==> src/rtl/bcd2bin_pkg.sv <==
// Shared defaults, state encoding and constants for the BCD-to-binary converter.
package bcd2bin_pkg;

   localparam int DIGITS_DEF = 5;
   localparam int BIN_W_DEF  = 17;

   localparam logic [3:0] DEC_MAX = 4'd9;

   typedef enum logic [1:0] {
      IDLE = 2'd0,
      CONV = 2'd1,
      DONE = 2'd2
   } state_e;

endpackage

==> src/rtl/bcd2bin_mac10.sv <==
// One Horner step of the conversion: acc*10 + digit built from shifts and adds,
// with a flag for a digit that is not a valid decimal value.
module bcd_mac10
   import bcd2bin_pkg::*;
#(
   parameter int ACC_W = 21
) (
   input  logic [ACC_W-1:0] acc_i,
   input  logic [3:0]       digit_i,
   output logic [ACC_W-1:0] acc_o,
   output logic             bad_o
);

   assign acc_o = (acc_i << 3) + (acc_i << 1) + {{(ACC_W-4){1'b0}}, digit_i};
   assign bad_o = (digit_i > DEC_MAX);

endmodule

==> src/rtl/bcd2bin.sv <==
// Sequential BCD-to-binary converter, one digit per cycle, MSD first.
// Non-decimal digit reporting is enabled by defining BCD2BIN_DIGIT_CHECK_EN.
module bcd2bin
   import bcd2bin_pkg::*;
#(
   parameter int DIGITS = DIGITS_DEF,
   parameter int BIN_W  = BIN_W_DEF
) (
   input  logic                  clk,
   input  logic                  rst_n,
   input  logic [4*DIGITS-1:0]   dec,
   input  logic                  in_valid,
   output logic                  in_ready,
   output logic [BIN_W-1:0]      bin,
   output logic                  out_valid,
   input  logic                  out_ready,
   output logic                  err
);

   localparam int ACC_W = BIN_W + 4;
   localparam int CNT_W = $clog2(DIGITS + 1);

`ifdef BCD2BIN_DIGIT_CHECK_EN
   localparam logic DigitCheckEn = 1'b1;
`else
   localparam logic DigitCheckEn = 1'b0;
`endif

   state_e                state_q, state_d;
   logic [4*DIGITS-1:0]   dec_q, dec_d;
   logic [ACC_W-1:0]      acc_q, acc_d;
   logic [CNT_W-1:0]      cnt_q, cnt_d;
   logic [BIN_W-1:0]      bin_q, bin_d;
   logic                  err_q, err_d;
   logic                  bad_q, bad_d;

   logic [ACC_W-1:0]      macAcc;
   logic                  macBad;

   // The captured word shifts left each cycle so the current digit is always the top nibble.
   bcd_mac10 #(.ACC_W(ACC_W)) u_mac (
      .acc_i   (acc_q),
      .digit_i (dec_q[4*DIGITS-1 -: 4]),
      .acc_o   (macAcc),
      .bad_o   (macBad)
   );

   always_ff @(posedge clk or negedge rst_n) begin
      if (!rst_n) begin
         state_q <= IDLE;
         dec_q   <= '0;
         acc_q   <= '0;
         cnt_q   <= '0;
         bin_q   <= '0;
         err_q   <= 1'b0;
         bad_q   <= 1'b0;
      end else begin
         state_q <= state_d;
         dec_q   <= dec_d;
         acc_q   <= acc_d;
         cnt_q   <= cnt_d;
         bin_q   <= bin_d;
         err_q   <= err_d;
         bad_q   <= bad_d;
      end
   end

   always_comb begin
      state_d = state_q;
      dec_d   = dec_q;
      acc_d   = acc_q;
      cnt_d   = cnt_q;
      bin_d   = bin_q;
      err_d   = err_q;
      bad_d   = bad_q;
      case (state_q)
         IDLE: begin
            if (in_valid) begin
               state_d = CONV;
               dec_d   = dec;
               acc_d   = '0;
               cnt_d   = '0;
               bad_d   = 1'b0;
            end
         end
         CONV: begin
            acc_d = macAcc;
            dec_d = dec_q << 4;
            bad_d = bad_q | macBad;
            cnt_d = cnt_q + CNT_W'(1);
            if (cnt_q == CNT_W'(DIGITS - 1)) begin
               state_d = DONE;
               bin_d   = macAcc[BIN_W-1:0];
               err_d   = DigitCheckEn & (bad_q | macBad);
            end
         end
         DONE: begin
            if (out_ready) begin
               state_d = IDLE;
            end
         end
         default: state_d = IDLE;
      endcase
   end

   assign in_ready  = (state_q == IDLE);
   assign out_valid = (state_q == DONE);
   assign bin       = bin_q;
   assign err       = err_q;

endmodule

==> config.mk <==
export PLATFORM = sky130hd
export DESIGN_NAME = bcd2bin
export DESIGN_NICKNAME = d
export VERILOG_FILES = /design/src/rtl/bcd2bin_pkg.sv /design/src/rtl/bcd2bin_mac10.sv /design/src/rtl/bcd2bin.sv
export SDC_FILE = /design/constraint.sdc
export NUM_CORES = 1
export LEC_CHECK = 0
export BUFFER_PORTS_ARGS = -buffer_cell sky130_fd_sc_hd__buf_2
export CORE_UTILIZATION = 25
export DETAILED_ROUTE_END_ITERATION = 8
export PLACE_DENSITY = 0.44
export SYNTH_ARGS = -nofsm -noshare
export SYNTH_HDL_FRONTEND = slang
export SYNTH_HIERARCHICAL = 1
export SYNTH_SLANG_ARGS = --single-unit
==> constraint.sdc <==
create_clock -name clk -period 3.24 [get_ports clk]
set_input_delay 0.162 -clock clk [delete_from_list [all_inputs] [get_ports clk]]
set_output_delay 0.162 -clock clk [all_outputs]
set_load 0.005 [all_outputs]
Word-level counts from Yosys, hierarchy flattened
Cells that the tools add are included.
{"block": "totals", "ff_bits": 58, "out_inout_bits": 20, "in_bits": 24}
{"block": "op_classes", "addsub": 3, "mux": 10, "n_eq_ne": 6, "n_reduce_logical": 5}
{"op": "$pmux W20 S2", "count": 1}
{"op": "$pmux W16 S2", "count": 1}
{"op": "$mux W20", "count": 1}
{"op": "$add A17 B17 Y17", "count": 1}
{"op": "$add A17 B4 Y17", "count": 1}
{"op": "$mux W16", "count": 1}
{"op": "$mux W2", "count": 3}
{"op": "$pmux W2 S3", "count": 1}
{"op": "$pmux W3 S2", "count": 1}
{"op": "$ne A2 B2 Y1 const B", "count": 2}
{"op": "$reduce_and A2 Y1", "count": 2}
{"op": "$add A3 B1 Y3 const B", "count": 1}
{"op": "$eq A3 B3 Y1 const B", "count": 1}
{"op": "$mux W3", "count": 1}
{"op": "$reduce_and A3 Y1", "count": 1}
{"op": "$eq A2 B1 Y1 const B", "count": 1}
{"op": "$eq A2 B2 Y1 const B", "count": 1}
{"op": "$logic_not A2 Y1", "count": 1}
{"op": "$ne A2 B1 Y1 const B", "count": 1}
{"op": "$reduce_bool A2 Y1", "count": 1}

Logic depth before layout (Yosys ltp)
{"block": "logic_depth", "ltp_word": 3, "ltp_mapped": 11, "mapped_depth_nobuf": 11}

By module
Netlist, hierarchy kept.
{"module": "bcd2bin", "instances": 1, "seq_area_each_um2": 1576.5, "area_per_inst_um2": 2700.1, "cells_per_inst": 204}
{"module": "bcd_mac10", "instances": 1, "seq_area_each_um2": 0.0, "area_per_inst_um2": 1082.3, "cells_per_inst": 129}

Worst setup path before layout
OpenSTA, ideal clock, no wires.
{"block": "synth_path", "path_kind": "flip-flop to flip-flop", "startpoint": "register acc_q[0]", "endpoint": "register, netlist name acc_q[18]", "path_slack_ps": 352, "path_stages_with_launch": 12, "setup_ps": 121, "n_path_buf": 0, "arrival_ps": 2767, "cell_sequence": "dfrtp_1 > inv_1 > fa_1 > inv_1 > fa_1 > a21o_1 > a221o_1 > and3b_1 > nor3_2 > o21ai_1 > xor2_1 > a22o_1"}
{"item": "start, declared", "line": "bcd2bin.sv:31", "rtl": "logic [ACC_W-1:0] acc_q, acc_d;"}
{"item": "start signal, assigned", "line": "bcd2bin.sv:52", "rtl": "acc_q <= '0;"}
{"item": "start signal, assigned", "line": "bcd2bin.sv:60", "rtl": "acc_q <= acc_d;"}

Worst setup path in the final report
{"block": "layout_path", "startpoint": "register acc_q[0]", "endpoint": "register bin_q[14] (netlist: bin[14])"}
{"block": "layout_between", "elab_chain_len": 2}
{"item": "$add A17 B17 Y17", "line": "bcd2bin_mac10.sv:14", "rtl": "assign acc_o = (acc_i << 3) + (acc_i << 1) + {{(ACC_W-4){1'b0}}, digit_i};"}
{"item": "$add A17 B4 Y17", "line": "bcd2bin_mac10.sv:14"}
{"item": "via macAcc[14]", "line": "bcd2bin.sv:37", "rtl": "logic [ACC_W-1:0] macAcc;"}
{"item": "end signal, assigned", "line": "bcd2bin.sv:62", "rtl": "bin_q <= bin_d;"}
{"item": "end, declared", "line": "bcd2bin.sv:33", "rtl": "logic [BIN_W-1:0] bin_q, bin_d;"}
The timed path passes the listed nets, and every way through them passes these cells.
A chain may end at the register's enable or synchronous reset.

==> results.cfg <==
[route]
wl_met2_mm = 3.33
drc = 1
wire_per_inst_um = 14.5
top_layer = met4
drt_pass1_iterations = 6
route.vias.total = 2354
met3_length_um = 418
wl_met1_mm = 3.57
drt_iter0_markers = 73
routed_wl_mm = 7.44
postRouteAntennaNets = 0
routed_via_density = 4.59

[clocking]
cts-buffers-inserted = 9
cts_root_buf = clkbuf_16
clock_sinks = 58
cts_tree = yes
insertion_delay_ps = 330
clk_pin_slew_ps = 50
htree_levels = 3
cts_buffer_depth = 2
ctsResizeCount = 0

[run_status]
violations = DRC
outcome = complete, but fails checks

[finish]
syn2layout_area_growth_pct = 20.6
antenna_cells = 0
drive_gt1_share_pct = 25.5
num-nets-final = 390
layout.cells.non_filler = 513

[die]
fp.dieW_um = 118
coreArea_um2 = 13200
num_rows = 42
io_pins = 44
dieArea_um2 = 13900
start_util_pct = 25.5
die_h_um = 118

[timing]
rsz0062_at_grt = no
drv_slew = 0
tightest_slew_ps = 954
hold_viol = 0
max_freq_mhz = 339
setup_viol_count_final = 0
maxSlewHeadroom_pct = 36.4
post-route-min-period_ps = 2950
finalSetupTns_ps = 0
fin_crit_sh_pct = 91.0
skew_ps = 8.98

[grt]
overflow = 0
antenna_found_initial = 0
grt_max_degree = 36
grt_pass1_vias = 2540
grt_usage_pct = 11.8
grt_pass1_wl_mm = 12.9

[yosys]
synth_warnings = 6
avgSynthCellArea_um2 = 11.7
syn_area_um2 = 3370
netlist_instances = 289
synth_nets = 347

[worst_setup_path]
endpoint_kind = flop
crit_arrival_ps = 3160
startpoint_type = flop
path_max_fanout = 4
crit_type = flop to flop
cp.required_ps = 3450
r2r_slack_ps = 290

[placed_design]
dp_hpwl_mm = 5.15
portBuffers = 42
gp_congestion = 0.760
dp_cells = 496

[flow_run]
cap_violations = 0

[min_path]
hold_class = primary input to flop

[power_and_ir_drop]
leakage_nw = 1.99
p_per_area_nw_per_um2 = 1330
ir_drop_uv = 342
## sequential cells by signal (all words and copies together) (netlist names)
| signal | flops |
|---|---|
| acc_q | 16 |
| bin | 17 |
| cnt_q | 3 |
| dec_q | 20 |
| state_q | 2 |
## placed cells by master (no fill, tap or decap), drive strengths merged, types with 14 or more instances in the layout
cell type and count:
mux2 18, buf 50, dfrtp 58, nor3b 15, nor4b 14, ha 32, a211oi 14, inv 24
clkbuf 14, a22o 21
## area by class of cell
type	count	area, µm²
Inverter	24	90.1
Sequential cell	58	1450
Multi-Input combinational cell	188	1720
Clock inverter	2	35.0
Tap cell	176	220
Fill cell	1376	9130
Clock buffer	14	264
Timing Repair Buffer	51	280
## metrics by stage
step	hold slack [ps]	util [%]	setup slack (ps)	power, W	instance area [µm²]
4_1_cts	37.7	30.8	286	0.00549	4060
3_3_place_gp	234	28.5	330	0.00448	3750
2_1_floorplan	-134	-	492	0.00372	3370
3_5_place_dp	230	28.5	301	0.00449	3750
5_1_grt	41.5	30.8	103	0.00594	4060
6_report	51.8	30.8	292	0.00540	4060
## worst max-delay path, stage by stage, from the launching register on
cell      delay, ps
dfrtp_1         370
inv_1            70
fa_1            530
inv_1            60
fa_1            460
a21o_1          200
a221o_1         370
nand2_1          90
nand3_1         130
nand4b_1        130
o221ai_1        150
mux2_4          290
## final timing paths
kind | start | endpoint | cells after the start
max | acc_q[0]$_DFFE_PN0P_ | bin[14]$_DFFE_PN0P_ | 11
min | dec[0] | dec_q[0]$_DFFE_PN0P_ | 2
max reg2reg | acc_q[0]$_DFFE_PN0P_ | bin[14]$_DFFE_PN0P_ | 11
min reg2reg | bin[7]$_DFFE_PN0P_ | bin[7]$_DFFE_PN0P_ | 1
max in group asynchronous | rst_n | bin[1]$_DFFE_PN0P_ | 3
min in group asynchronous | rst_n | dec_q[0]$_DFFE_PN0P_ | 2
## what timing repair did
item / 4_1_cts / 5_1_grt
hold buffers: 1 / 0
hold endpoints to repair: 25 / 0
setup buffers: 0 / 0
## metal layers
metal,global-route usage [%],vias up
met5,0,-
met4,4.89,0
met3,4.41,10
met2,18.0,43
met1,15.0,1146
li1,-,1155
## power breakdown
group          internal, W  leakage, nW  switching [W]
combinational      0.00153         1.14        0.00157
clock             0.000635        0.147       0.000317
sequential         0.00111        0.704       0.000240
Power figures use the tool's default switching activity.
